===== src/rtl/multicycle_ctrl_if.sv =====
// Control bus between the multicycle datapath and its controller.
// Optional MemReady handshake is present only when MEM_WAIT_EN is defined.
interface multicycle_ctrl_if;
    logic [6:0] op;
    logic [2:0] funct3;
    logic       funct7b5;
    logic       Zero;
`ifdef MEM_WAIT_EN
    logic       MemReady;
`endif
    logic       PCWrite;
    logic       AdrSrc;
    logic       MemWrite;
    logic       IRWrite;
    logic       RegWrite;
    logic [1:0] ResultSrc;
    logic [1:0] ALUSrcA;
    logic [1:0] ALUSrcB;
    logic [1:0] ImmSrc;
    logic [2:0] ALUControl;

`ifdef MEM_WAIT_EN
    // Datapath side: supplies instruction fields and status, consumes controls.
    modport master (
        output op, funct3, funct7b5, Zero, MemReady,
        input  PCWrite, AdrSrc, MemWrite, IRWrite, RegWrite,
        input  ResultSrc, ALUSrcA, ALUSrcB, ImmSrc, ALUControl
    );
    // Controller side.
    modport slave (
        input  op, funct3, funct7b5, Zero, MemReady,
        output PCWrite, AdrSrc, MemWrite, IRWrite, RegWrite,
        output ResultSrc, ALUSrcA, ALUSrcB, ImmSrc, ALUControl
    );
`else
    // Datapath side: supplies instruction fields and status, consumes controls.
    modport master (
        output op, funct3, funct7b5, Zero,
        input  PCWrite, AdrSrc, MemWrite, IRWrite, RegWrite,
        input  ResultSrc, ALUSrcA, ALUSrcB, ImmSrc, ALUControl
    );
    // Controller side.
    modport slave (
        input  op, funct3, funct7b5, Zero,
        output PCWrite, AdrSrc, MemWrite, IRWrite, RegWrite,
        output ResultSrc, ALUSrcA, ALUSrcB, ImmSrc, ALUControl
    );
`endif
endinterface


===== src/rtl/multicycle_ctrl.sv =====
// Multicycle RISC-V style main controller: Moore FSM, ALU decoder, immediate
// select. Define MEM_WAIT_EN to add MemReady stalls in FETCH/MEMREAD/MEMWRITE.
module multicycle_ctrl (
    input  logic               clk,
    input  logic               reset,
    multicycle_ctrl_if.slave   bus
);
    localparam int unsigned STATE_W = 4;

    localparam logic [6:0] OP_LW   = 7'b0000011;
    localparam logic [6:0] OP_SW   = 7'b0100011;
    localparam logic [6:0] OP_R    = 7'b0110011;
    localparam logic [6:0] OP_I    = 7'b0010011;
    localparam logic [6:0] OP_BEQ  = 7'b1100011;
    localparam logic [6:0] OP_JAL  = 7'b1101111;

    typedef enum logic [STATE_W-1:0] {
        S_FETCH    = 4'd0,
        S_DECODE   = 4'd1,
        S_MEMADR   = 4'd2,
        S_MEMREAD  = 4'd3,
        S_MEMWB    = 4'd4,
        S_MEMWRITE = 4'd5,
        S_EXECUTER = 4'd6,
        S_EXECUTEI = 4'd7,
        S_ALUWB    = 4'd8,
        S_BEQ      = 4'd9,
        S_JAL      = 4'd10
    } state_t;

    state_t     r_state;
    state_t     w_next_state;
    logic       w_mem_ready;
    logic       w_pc_update;
    logic       w_branch;
    logic [1:0] w_alu_op;

`ifdef MEM_WAIT_EN
    assign w_mem_ready = bus.MemReady;
`else
    assign w_mem_ready = 1'b1;
`endif

    // State register; reset returns to FETCH immediately.
    always_ff @(posedge clk or posedge reset) begin
        if (reset) r_state <= S_FETCH;
        else       r_state <= w_next_state;
    end

    // Next-state logic; memory states hold until the access completes.
    always_comb begin
        w_next_state = r_state;
        case (r_state)
            S_FETCH:    if (w_mem_ready) w_next_state = S_DECODE;
            S_DECODE: begin
                case (bus.op)
                    OP_LW, OP_SW: w_next_state = S_MEMADR;
                    OP_R:         w_next_state = S_EXECUTER;
                    OP_I:         w_next_state = S_EXECUTEI;
                    OP_BEQ:       w_next_state = S_BEQ;
                    OP_JAL:       w_next_state = S_JAL;
                    default:      w_next_state = S_FETCH;
                endcase
            end
            S_MEMADR:   w_next_state = bus.op[5] ? S_MEMWRITE : S_MEMREAD;
            S_MEMREAD:  if (w_mem_ready) w_next_state = S_MEMWB;
            S_MEMWB:    w_next_state = S_FETCH;
            S_MEMWRITE: if (w_mem_ready) w_next_state = S_FETCH;
            S_EXECUTER, S_EXECUTEI, S_JAL: w_next_state = S_ALUWB;
            S_ALUWB, S_BEQ:                w_next_state = S_FETCH;
            default:    w_next_state = S_FETCH;
        endcase
    end

    // Per-state datapath controls; FETCH strobes wait for the fetch to land.
    always_comb begin
        w_pc_update   = 1'b0;
        w_branch      = 1'b0;
        w_alu_op      = 2'b00;
        bus.AdrSrc    = 1'b0;
        bus.MemWrite  = 1'b0;
        bus.IRWrite   = 1'b0;
        bus.RegWrite  = 1'b0;
        bus.ResultSrc = 2'b00;
        bus.ALUSrcA   = 2'b00;
        bus.ALUSrcB   = 2'b00;
        case (r_state)
            S_FETCH: begin
                bus.IRWrite   = w_mem_ready;
                w_pc_update   = w_mem_ready;
                bus.ALUSrcB   = 2'b10;
                bus.ResultSrc = 2'b10;
            end
            S_DECODE: begin
                bus.ALUSrcA = 2'b01;
                bus.ALUSrcB = 2'b01;
            end
            S_MEMADR: begin
                bus.ALUSrcA = 2'b10;
                bus.ALUSrcB = 2'b01;
            end
            S_MEMREAD:  bus.AdrSrc = 1'b1;
            S_MEMWB: begin
                bus.ResultSrc = 2'b01;
                bus.RegWrite  = 1'b1;
            end
            S_MEMWRITE: begin
                bus.AdrSrc   = 1'b1;
                bus.MemWrite = 1'b1;
            end
            S_EXECUTER: begin
                bus.ALUSrcA = 2'b10;
                w_alu_op    = 2'b10;
            end
            S_EXECUTEI: begin
                bus.ALUSrcA = 2'b10;
                bus.ALUSrcB = 2'b01;
                w_alu_op    = 2'b10;
            end
            S_ALUWB:    bus.RegWrite = 1'b1;
            S_BEQ: begin
                bus.ALUSrcA = 2'b10;
                w_alu_op    = 2'b01;
                w_branch    = 1'b1;
            end
            S_JAL: begin
                bus.ALUSrcA = 2'b01;
                bus.ALUSrcB = 2'b10;
                w_pc_update = 1'b1;
            end
            default: ;
        endcase
    end

    assign bus.PCWrite = w_pc_update | (w_branch & bus.Zero);

    // ALU decoder: subtract only for R-type with funct7b5 set.
    always_comb begin
        bus.ALUControl = 3'b000;
        case (w_alu_op)
            2'b01: bus.ALUControl = 3'b001;
            2'b10: begin
                case (bus.funct3)
                    3'b000:  bus.ALUControl = (bus.op[5] & bus.funct7b5) ? 3'b001 : 3'b000;
                    3'b010:  bus.ALUControl = 3'b101;
                    3'b110:  bus.ALUControl = 3'b011;
                    3'b111:  bus.ALUControl = 3'b010;
                    default: bus.ALUControl = 3'b000;
                endcase
            end
            default: bus.ALUControl = 3'b000;
        endcase
    end

    // Immediate format select, driven from the opcode in every state.
    always_comb begin
        case (bus.op)
            OP_SW:   bus.ImmSrc = 2'b01;
            OP_BEQ:  bus.ImmSrc = 2'b10;
            OP_JAL:  bus.ImmSrc = 2'b11;
            default: bus.ImmSrc = 2'b00;
        endcase
    end
endmodule


===== src/flat_wrapper.sv =====
// flat-port wrapper written by rule: the top's interface ports become plain ports
module multicycle_ctrl_flat 
  (clk, reset, bus_op, bus_funct3, bus_funct7b5, bus_Zero, bus_PCWrite, bus_AdrSrc, bus_MemWrite, bus_IRWrite, bus_RegWrite, bus_ResultSrc, bus_ALUSrcA, bus_ALUSrcB, bus_ImmSrc, bus_ALUControl);
  multicycle_ctrl_if bus_i ();
  input  logic clk;
  input  logic reset;
  input wire logic [$bits(bus_i.op)-1:0] bus_op;
  input wire logic [$bits(bus_i.funct3)-1:0] bus_funct3;
  input wire logic [$bits(bus_i.funct7b5)-1:0] bus_funct7b5;
  input wire logic [$bits(bus_i.Zero)-1:0] bus_Zero;
  output wire logic [$bits(bus_i.PCWrite)-1:0] bus_PCWrite;
  output wire logic [$bits(bus_i.AdrSrc)-1:0] bus_AdrSrc;
  output wire logic [$bits(bus_i.MemWrite)-1:0] bus_MemWrite;
  output wire logic [$bits(bus_i.IRWrite)-1:0] bus_IRWrite;
  output wire logic [$bits(bus_i.RegWrite)-1:0] bus_RegWrite;
  output wire logic [$bits(bus_i.ResultSrc)-1:0] bus_ResultSrc;
  output wire logic [$bits(bus_i.ALUSrcA)-1:0] bus_ALUSrcA;
  output wire logic [$bits(bus_i.ALUSrcB)-1:0] bus_ALUSrcB;
  output wire logic [$bits(bus_i.ImmSrc)-1:0] bus_ImmSrc;
  output wire logic [$bits(bus_i.ALUControl)-1:0] bus_ALUControl;
  assign bus_i.op = bus_op;
  assign bus_i.funct3 = bus_funct3;
  assign bus_i.funct7b5 = bus_funct7b5;
  assign bus_i.Zero = bus_Zero;
  assign bus_PCWrite = bus_i.PCWrite;
  assign bus_AdrSrc = bus_i.AdrSrc;
  assign bus_MemWrite = bus_i.MemWrite;
  assign bus_IRWrite = bus_i.IRWrite;
  assign bus_RegWrite = bus_i.RegWrite;
  assign bus_ResultSrc = bus_i.ResultSrc;
  assign bus_ALUSrcA = bus_i.ALUSrcA;
  assign bus_ALUSrcB = bus_i.ALUSrcB;
  assign bus_ImmSrc = bus_i.ImmSrc;
  assign bus_ALUControl = bus_i.ALUControl;
  multicycle_ctrl u_core (.clk(clk), .reset(reset), .bus(bus_i));
endmodule

===== config.mk =====
export PLATFORM = sky130hd
export DESIGN_NAME = multicycle_ctrl_flat
export DESIGN_NICKNAME = d
export VERILOG_FILES = /design/src/rtl/multicycle_ctrl_if.sv /design/src/rtl/multicycle_ctrl.sv /design/src/flat_wrapper.sv
export SDC_FILE = /design/constraint.sdc
export NUM_CORES = 1
export LEC_CHECK = 0
export ABC_AREA = 1
export CELL_PAD_IN_SITES_DETAIL_PLACEMENT = 0
export CELL_PAD_IN_SITES_GLOBAL_PLACEMENT = 1
export CORE_MARGIN = 2
export CORE_UTILIZATION = 23
export DETAILED_ROUTE_END_ITERATION = 12
export HOLD_SLACK_MARGIN = 0.15
export PLACE_DENSITY_LB_ADDON = 0.1
export SLEW_MARGIN = 25
export SYNTH_ARGS = -nofsm -noshare
export SYNTH_HDL_FRONTEND = slang
export SYNTH_SLANG_ARGS = --single-unit

===== constraint.sdc =====
create_clock -name clk -period 2.8 [get_ports clk]
set_input_delay 0.7 -clock clk [delete_from_list [all_inputs] [get_ports clk]]
set_output_delay 0.7 -clock clk [all_outputs]
set_load 0.02 [all_outputs]

==> flow_metrics.env, run 1 <==
export IMPL_final_max_slew_viol_count=0
export IMPL_hpwlAfterDp_mm=1.06
export IMPL_crit_path_max_fanout=3
export IMPL_clockBufferDepth=2
export IMPL_drive_gt1_frac=0.177
export IMPL_antennaDiodeCount=0
export IMPL_ys_ff_latch=4
export IMPL_rsz0062_at_grt="no"
export IMPL_leakage_uw=0.000512
export IMPL_p_per_area_nw_per_um2=523
export IMPL_viasPerCell=3.84
export IMPL_dieArea_um2=2420
export IMPL_port_buffers=29
export IMPL_status="complete, no violations"
export IMPL_vias=603
export IMPL_drt_initial_drc_count=10
export IMPL_finalHoldViolCount=0
export IMPL_startpoint_type="primary input"
export IMPL_ant_nets=0
export IMPL_worstSkewPairLatency_ns=0.23
export IMPL_die_w_um=49.2
export IMPL_slew_limit_headroom=0.847
export IMPL_arrival_ns=1.95
export IMPL_irDropWorstVdd_uv=270
export IMPL_synthCells=86
export IMPL_post_cts_buffers=0
export IMPL_biggestRegsByFlops="u_core.r_state (4)"
export IMPL_holdWs_ns=0.606
export IMPL_htreeDepth=1
export IMPL_ys_warn_count=0
export IMPL_cts_made_buffers=3
export IMPL_syn_cell_area_um2=470
export IMPL_grt_pass1_vias=583
export IMPL_instances_no_fill=157
export IMPL_drcViolationCount=0
export IMPL_avgSynthCellArea_um2=5.47
export IMPL_dp_cells=154
export IMPL_clockRootBuffer="clkbuf_4"
export IMPL_synth_cell_types=16
export IMPL_final_common_cell="nand2_1"
export IMPL_drt_total_wl_mm=1.16
export IMPL_tightest_slew_ns=0.229
export IMPL_grt_max_degree=7
export IMPL_largest_reg_flops=4
export IMPL_setup_viol=0
export IMPL_fillers=211
export IMPL_ys_seq_area_frac=0.213
export IMPL_grt_pass1_wl_mm=2.06
export IMPL_cp_data_required_time_ns=2.10
export IMPL_tns_ns=0
export IMPL_gp_congestion=0.826
export IMPL_worstSetupPathType="in -> out"
export IMPL_initial_utilization=0.242
export IMPL_maxCapViolCount=0
export IMPL_avgRoutedWirePerCell_um=7.41
export IMPL_top_register="u_core.r_state"
export IMPL_cts_tree="done"
export IMPL_firstDrtPassIters=4
export IMPL_core_area_um2=1940
export IMPL_fin_util=0.467
export IMPL_layout_common_cells="nand2_1 (25), clkdlybuf4s50_1 (24), inv_1 (17)"
export IMPL_syn_nets=102
export IMPL_fmax_mhz=377
export IMPL_clkTransAtPathRegs_ns=0.04
export IMPL_syn_to_final_growth_pct=92.8
export IMPL_io_pins=30
export IMPL_groute_usage_overall=0.103
export IMPL_cts_hold_buf=0
export IMPL_cts_sinks=4
export IMPL_hold_path_class="reg -> reg"
export IMPL_nets=148
export IMPL_layout_min_cycle_time_ns=2.65
export IMPL_dieHeight_um=49.2
export IMPL_worstSetupEndpointType="primary output"
export IMPL_period_share=0.948
export IMPL_antenna_found_initial=0
export IMPL_finClkSkew_ns=0.00404
export IMPL_grt_overflow=0
export IMPL_placementRows=16
worst max-delay path: stages:
cell and delay (ns):
clkdlybuf4s50_1 0.47, nand2_1 0.08, nor2_2 0.12, nand2_1 0.09
a21oi_1 0.14, dlygate4sd2_1 0.34
per-layer routing:
metal	share of wire	GRT usage	up-vias
met3	0.056	0	0
met1	0.42	0.102	238
met5	0	0	-
met4	0	0.0429	0
li1	-	-	347
met2	0.52	0.218	18
cells in the mapped netlist:
library cell | instances | area [um2]
a21oi_1 | 3 | 15.0
buf_4 | 1 | 7.51
dfrtp_1 | 4 | 100
ha_1 | 2 | 25.0
inv_1 | 17 | 63.8
inv_2 | 1 | 3.75
nand2_1 | 25 | 93.8
nand2_2 | 2 | 12.5
nand3_1 | 9 | 45.0
nand4_1 | 1 | 6.26
nor2_1 | 15 | 56.3
nor2_2 | 2 | 12.5
nor2_4 | 1 | 11.3
nor3_1 | 1 | 5.00
nor3b_1 | 1 | 7.51
o21ai_0 | 1 | 5.00
report_power, final:
part,internal [uW],switching (uW)
clock network,47.8,21.3
logic,156,175
registers,67.5,6.43
metrics by stage:
step                total power [uW]  worst slack, ns  cell area, um2
floorplan                        261            0.528             470
global placement                 411           -0.121             885
detailed placement               410           -0.143             885
CTS                              481           0.0564             902
global route                     507           0.0152             907
finish                           474            0.146             907
cells by family after synthesis:
group | synth area share
buffers and inverters | 0.160
adder cells (fa/ha/maj) | 0.0532
AND/OR/NAND/NOR | 0.532
flip-flops | 0.213
AO/OA/AOI/OAI | 0.0425
repair_timing:
| item | 4_1_cts | 5_1_grt |
|---|---|---|
| setup endpoints to repair | 4 | 2 |
| resized for setup | 4 | 2 |
| gates cloned | 0 | 0 |
worst paths after layout:
path                                        startpoint                          end  slack, ns  cells after the start
max                                          bus_op[5]                bus_ImmSrc[0]       0.15                      6
min                        u_core.r_state[3]$_DFF_PP0_  u_core.r_state[0]$_DFF_PP0_       0.61                      3
max reg2reg                u_core.r_state[1]$_DFF_PP0_  u_core.r_state[0]$_DFF_PP0_       1.74                      5
min reg2reg                u_core.r_state[3]$_DFF_PP0_  u_core.r_state[0]$_DFF_PP0_       0.61                      3
max in group asynchronous                        reset  u_core.r_state[1]$_DFF_PP0_       2.01                      2
min in group asynchronous                        reset  u_core.r_state[2]$_DFF_PP0_       0.65                      2
area by class of cell:
cell class	instances	area (um2)	area share
clock buffers	3	22.5	0.0248
flip-flops and latches	4	100	0.110
inverters	18	67.6	0.0745
repair buffers	42	385	0.425
well taps	27	33.8	0.0372
multi-input cells	63	298	0.328
Power figures use the tool's default switching activity.
==> inputs of run 2 (changes only) <==
--- a/config.mk
+++ b/config.mk
@@ -8,8 +8,10 @@
 export ABC_AREA = 1
 export CELL_PAD_IN_SITES_DETAIL_PLACEMENT = 0
 export CELL_PAD_IN_SITES_GLOBAL_PLACEMENT = 1
+export CORE_ASPECT_RATIO = 0.9
 export CORE_MARGIN = 2
 export CORE_UTILIZATION = 23
+export CTS_CLUSTER_DIAMETER = 80
 export DETAILED_ROUTE_END_ITERATION = 12
 export HOLD_SLACK_MARGIN = 0.15
 export PLACE_DENSITY_LB_ADDON = 0.1
==> run 2 against run 1 <==
Die area is essentially flat. Wire length grew 6.8%. Flip-flop and latch count is the same. First-iteration DRC count shrank 30%. Clock-buffer cell count is the same. Worst setup slack gained 0.060 ns. Total power shrank 2.5%. Critical path type unchanged. Largest cell class unchanged.
==> flow_metrics.env, run 2 (synthesis gave the netlist of run 1 again) <==
export IMPL_tightest_slew_ns=0.325
export IMPL_groute_usage_overall=0.124
export IMPL_cts_hold_buf=0
export IMPL_core_area_um2=1910
export IMPL_firstDrtPassIters=4
export IMPL_drt_initial_drc_count=7
export IMPL_top_register="u_core.r_state"
export IMPL_antennaDiodeCount=0
export IMPL_cts_tree="done"
export IMPL_layout_common_cells="nand2_1 (25), clkdlybuf4s50_1 (24), inv_1 (17)"
export IMPL_finClkSkew_ns=0.00138
export IMPL_hold_path_class="reg -> reg"
export IMPL_finalHoldViolCount=0
export IMPL_p_per_area_nw_per_um2=524
export IMPL_maxCapViolCount=0
export IMPL_irDropWorstVdd_uv=208
export IMPL_initial_utilization=0.246
export IMPL_rsz0062_at_grt="no"
export IMPL_pre_cts_ws_ns=-0.126
export IMPL_fmax_mhz=386
export IMPL_worstSetupPathType="in -> out"
export IMPL_design_area_um2=883
export IMPL_viasPerCell=4.01
export IMPL_clockBufferDepth=2
export IMPL_io_pins=30
export IMPL_largest_reg_flops=4
export IMPL_fin_util=0.461
export IMPL_setup_viol=0
export IMPL_avgRoutedWirePerCell_um=8.12
export IMPL_hold_path_depth=3
export IMPL_final_max_slew_viol_count=0
export IMPL_port_buffers=29
export IMPL_drive_gt1_frac=0.164
export IMPL_cts_made_buffers=3
export IMPL_worstHoldEndpoint="u_core.r_state[0]$_DFF_PP0_"
export IMPL_worstSetupEndpointType="primary output"
export IMPL_total_power_uw=463
export IMPL_dieHeight_um=46.9
export IMPL_path_buf_inv=3
export IMPL_grt_overflow=0
export IMPL_dpl_cell_area_um2=867
export IMPL_cp_common_cell="nand2_1"
export IMPL_instances_no_fill=153
export IMPL_grt_pass1_vias=567
export IMPL_drt_total_wl_mm=1.24
export IMPL_slew_limit_headroom=0.783
export IMPL_path_delay_family="buffers and inverters"
export IMPL_worstSkewPairLatency_ns=0.23
export IMPL_r2r_start="u_core.r_state[2]$_DFF_PP0_"
export IMPL_grt_pass1_wl_mm=2.21
export IMPL_cpPeakStageDelay_ns=0.47
export IMPL_syn_to_final_growth_pct=87.8
export IMPL_vias=613
export IMPL_grt_max_degree=7
export IMPL_dp_cells=150
export IMPL_gp_congestion=0.771
export IMPL_die_w_um=51.7
export IMPL_dieArea_um2=2420
export IMPL_crit_path_max_fanout=2
export IMPL_layout_min_cycle_time_ns=2.59
export IMPL_r2r_end="u_core.r_state[2]$_DFF_PP0_"
export IMPL_clkTransAtPathRegs_ns=0.04
export IMPL_placementRows=15
export IMPL_htreeDepth=1
export IMPL_cpMaxStageDelayCell="clkdlybuf4s50_1"
export IMPL_final_common_cell="nand2_1"
export IMPL_antenna_found_initial=0
export IMPL_startpoint_type="primary input"
export IMPL_period_share=0.926
export IMPL_leakage_uw=0.000499
export IMPL_cp_data_required_time_ns=2.10
export IMPL_hp_start="u_core.r_state[3]$_DFF_PP0_"
export IMPL_biggestRegsByFlops="u_core.r_state (4)"
export IMPL_setup_ws_ns=0.207
export IMPL_clockRootBuffer="clkbuf_4"
export IMPL_nets=146
export IMPL_r2r_cells=5
export IMPL_ant_nets=0
export IMPL_rrSetupSlack_ns=1.72
export IMPL_hpwlAfterDp_mm=1.09
export IMPL_cts_sinks=4
export IMPL_drcViolationCount=0
export IMPL_path_cells="clkdlybuf4s50_1 > nand2_1 > nor2_2 > buf_4 > nand2_1 > nand2_1 > dlygate4sd2_1"
export IMPL_status="complete, no violations"
export IMPL_arrival_ns=1.89
-- run 2: cell type report --
class	count	area [um2]
repair buffers	40	367
inverters	18	67.6
flip-flops and latches	4	100
well taps	25	31.3
multi-input cells	63	295
fillers	229	1030
clock buffers	3	22.5
-- run 2: what timing repair did --
item | 4_1_cts | 5_1_grt
endpoints found under the setup margin | 4 | 2
setup buffers | 0 | 0
gates resized for setup | 4 | 3
-- run 2: worst min-delay path, stage by stage, from the launching register on --
cell and delay, ns:
dfrtp_1 0.35, nor2_2 0.06, nand2_1 0.08, nand3_1 0.08
-- run 2: power by group --
| part | leakage [uW] | switching, uW | internal, uW |
|---|---|---|---|
| Clock | 0.0000138 | 20.5 | 47.7 |
| Sequential | 0.0000535 | 13.8 | 67.5 |
| Combinational | 0.000432 | 166 | 147 |
| Total | 0.000499 | 200 | 262 |
-- run 2: worst max path at each step --
stage	startpoint	to	slack, ns	depth (start not counted)
after CTS	u_core.r_state[3]$_DFF_PP0_	bus_ALUControl[2]	0.07	7
after global routing	u_core.r_state[3]$_DFF_PP0_	bus_ALUControl[1]	0.004	7
after floorplan	u_core.r_state[3]$_DFF_PP0_	bus_ALUControl[1]	0.53	6
final	bus_op[5]	bus_ImmSrc[1]	0.21	7
after global placement	bus_op[1]	bus_ImmSrc[0]	-0.12	8
after detailed placement	bus_op[1]	bus_ImmSrc[0]	-0.13	8
-- run 2: through the flow --
stage | setup TNS, ns | hold slack (ns)
after floorplan | 0 | 0.466
after global placement | -0.263 | 0.616
after detailed placement | -0.234 | 0.614
after CTS | 0 | 0.619
after global routing | 0 | 0.639
final | 0 | 0.617
-- run 2: per-layer routing --
layer	track usage	part of all wire	up-vias
li1	-	-	345
met2	0.200	0.46	16
met4	0.0632	0	0
met3	0.0318	0.053	0
met1	0.156	0.49	252
met5	0	0	-
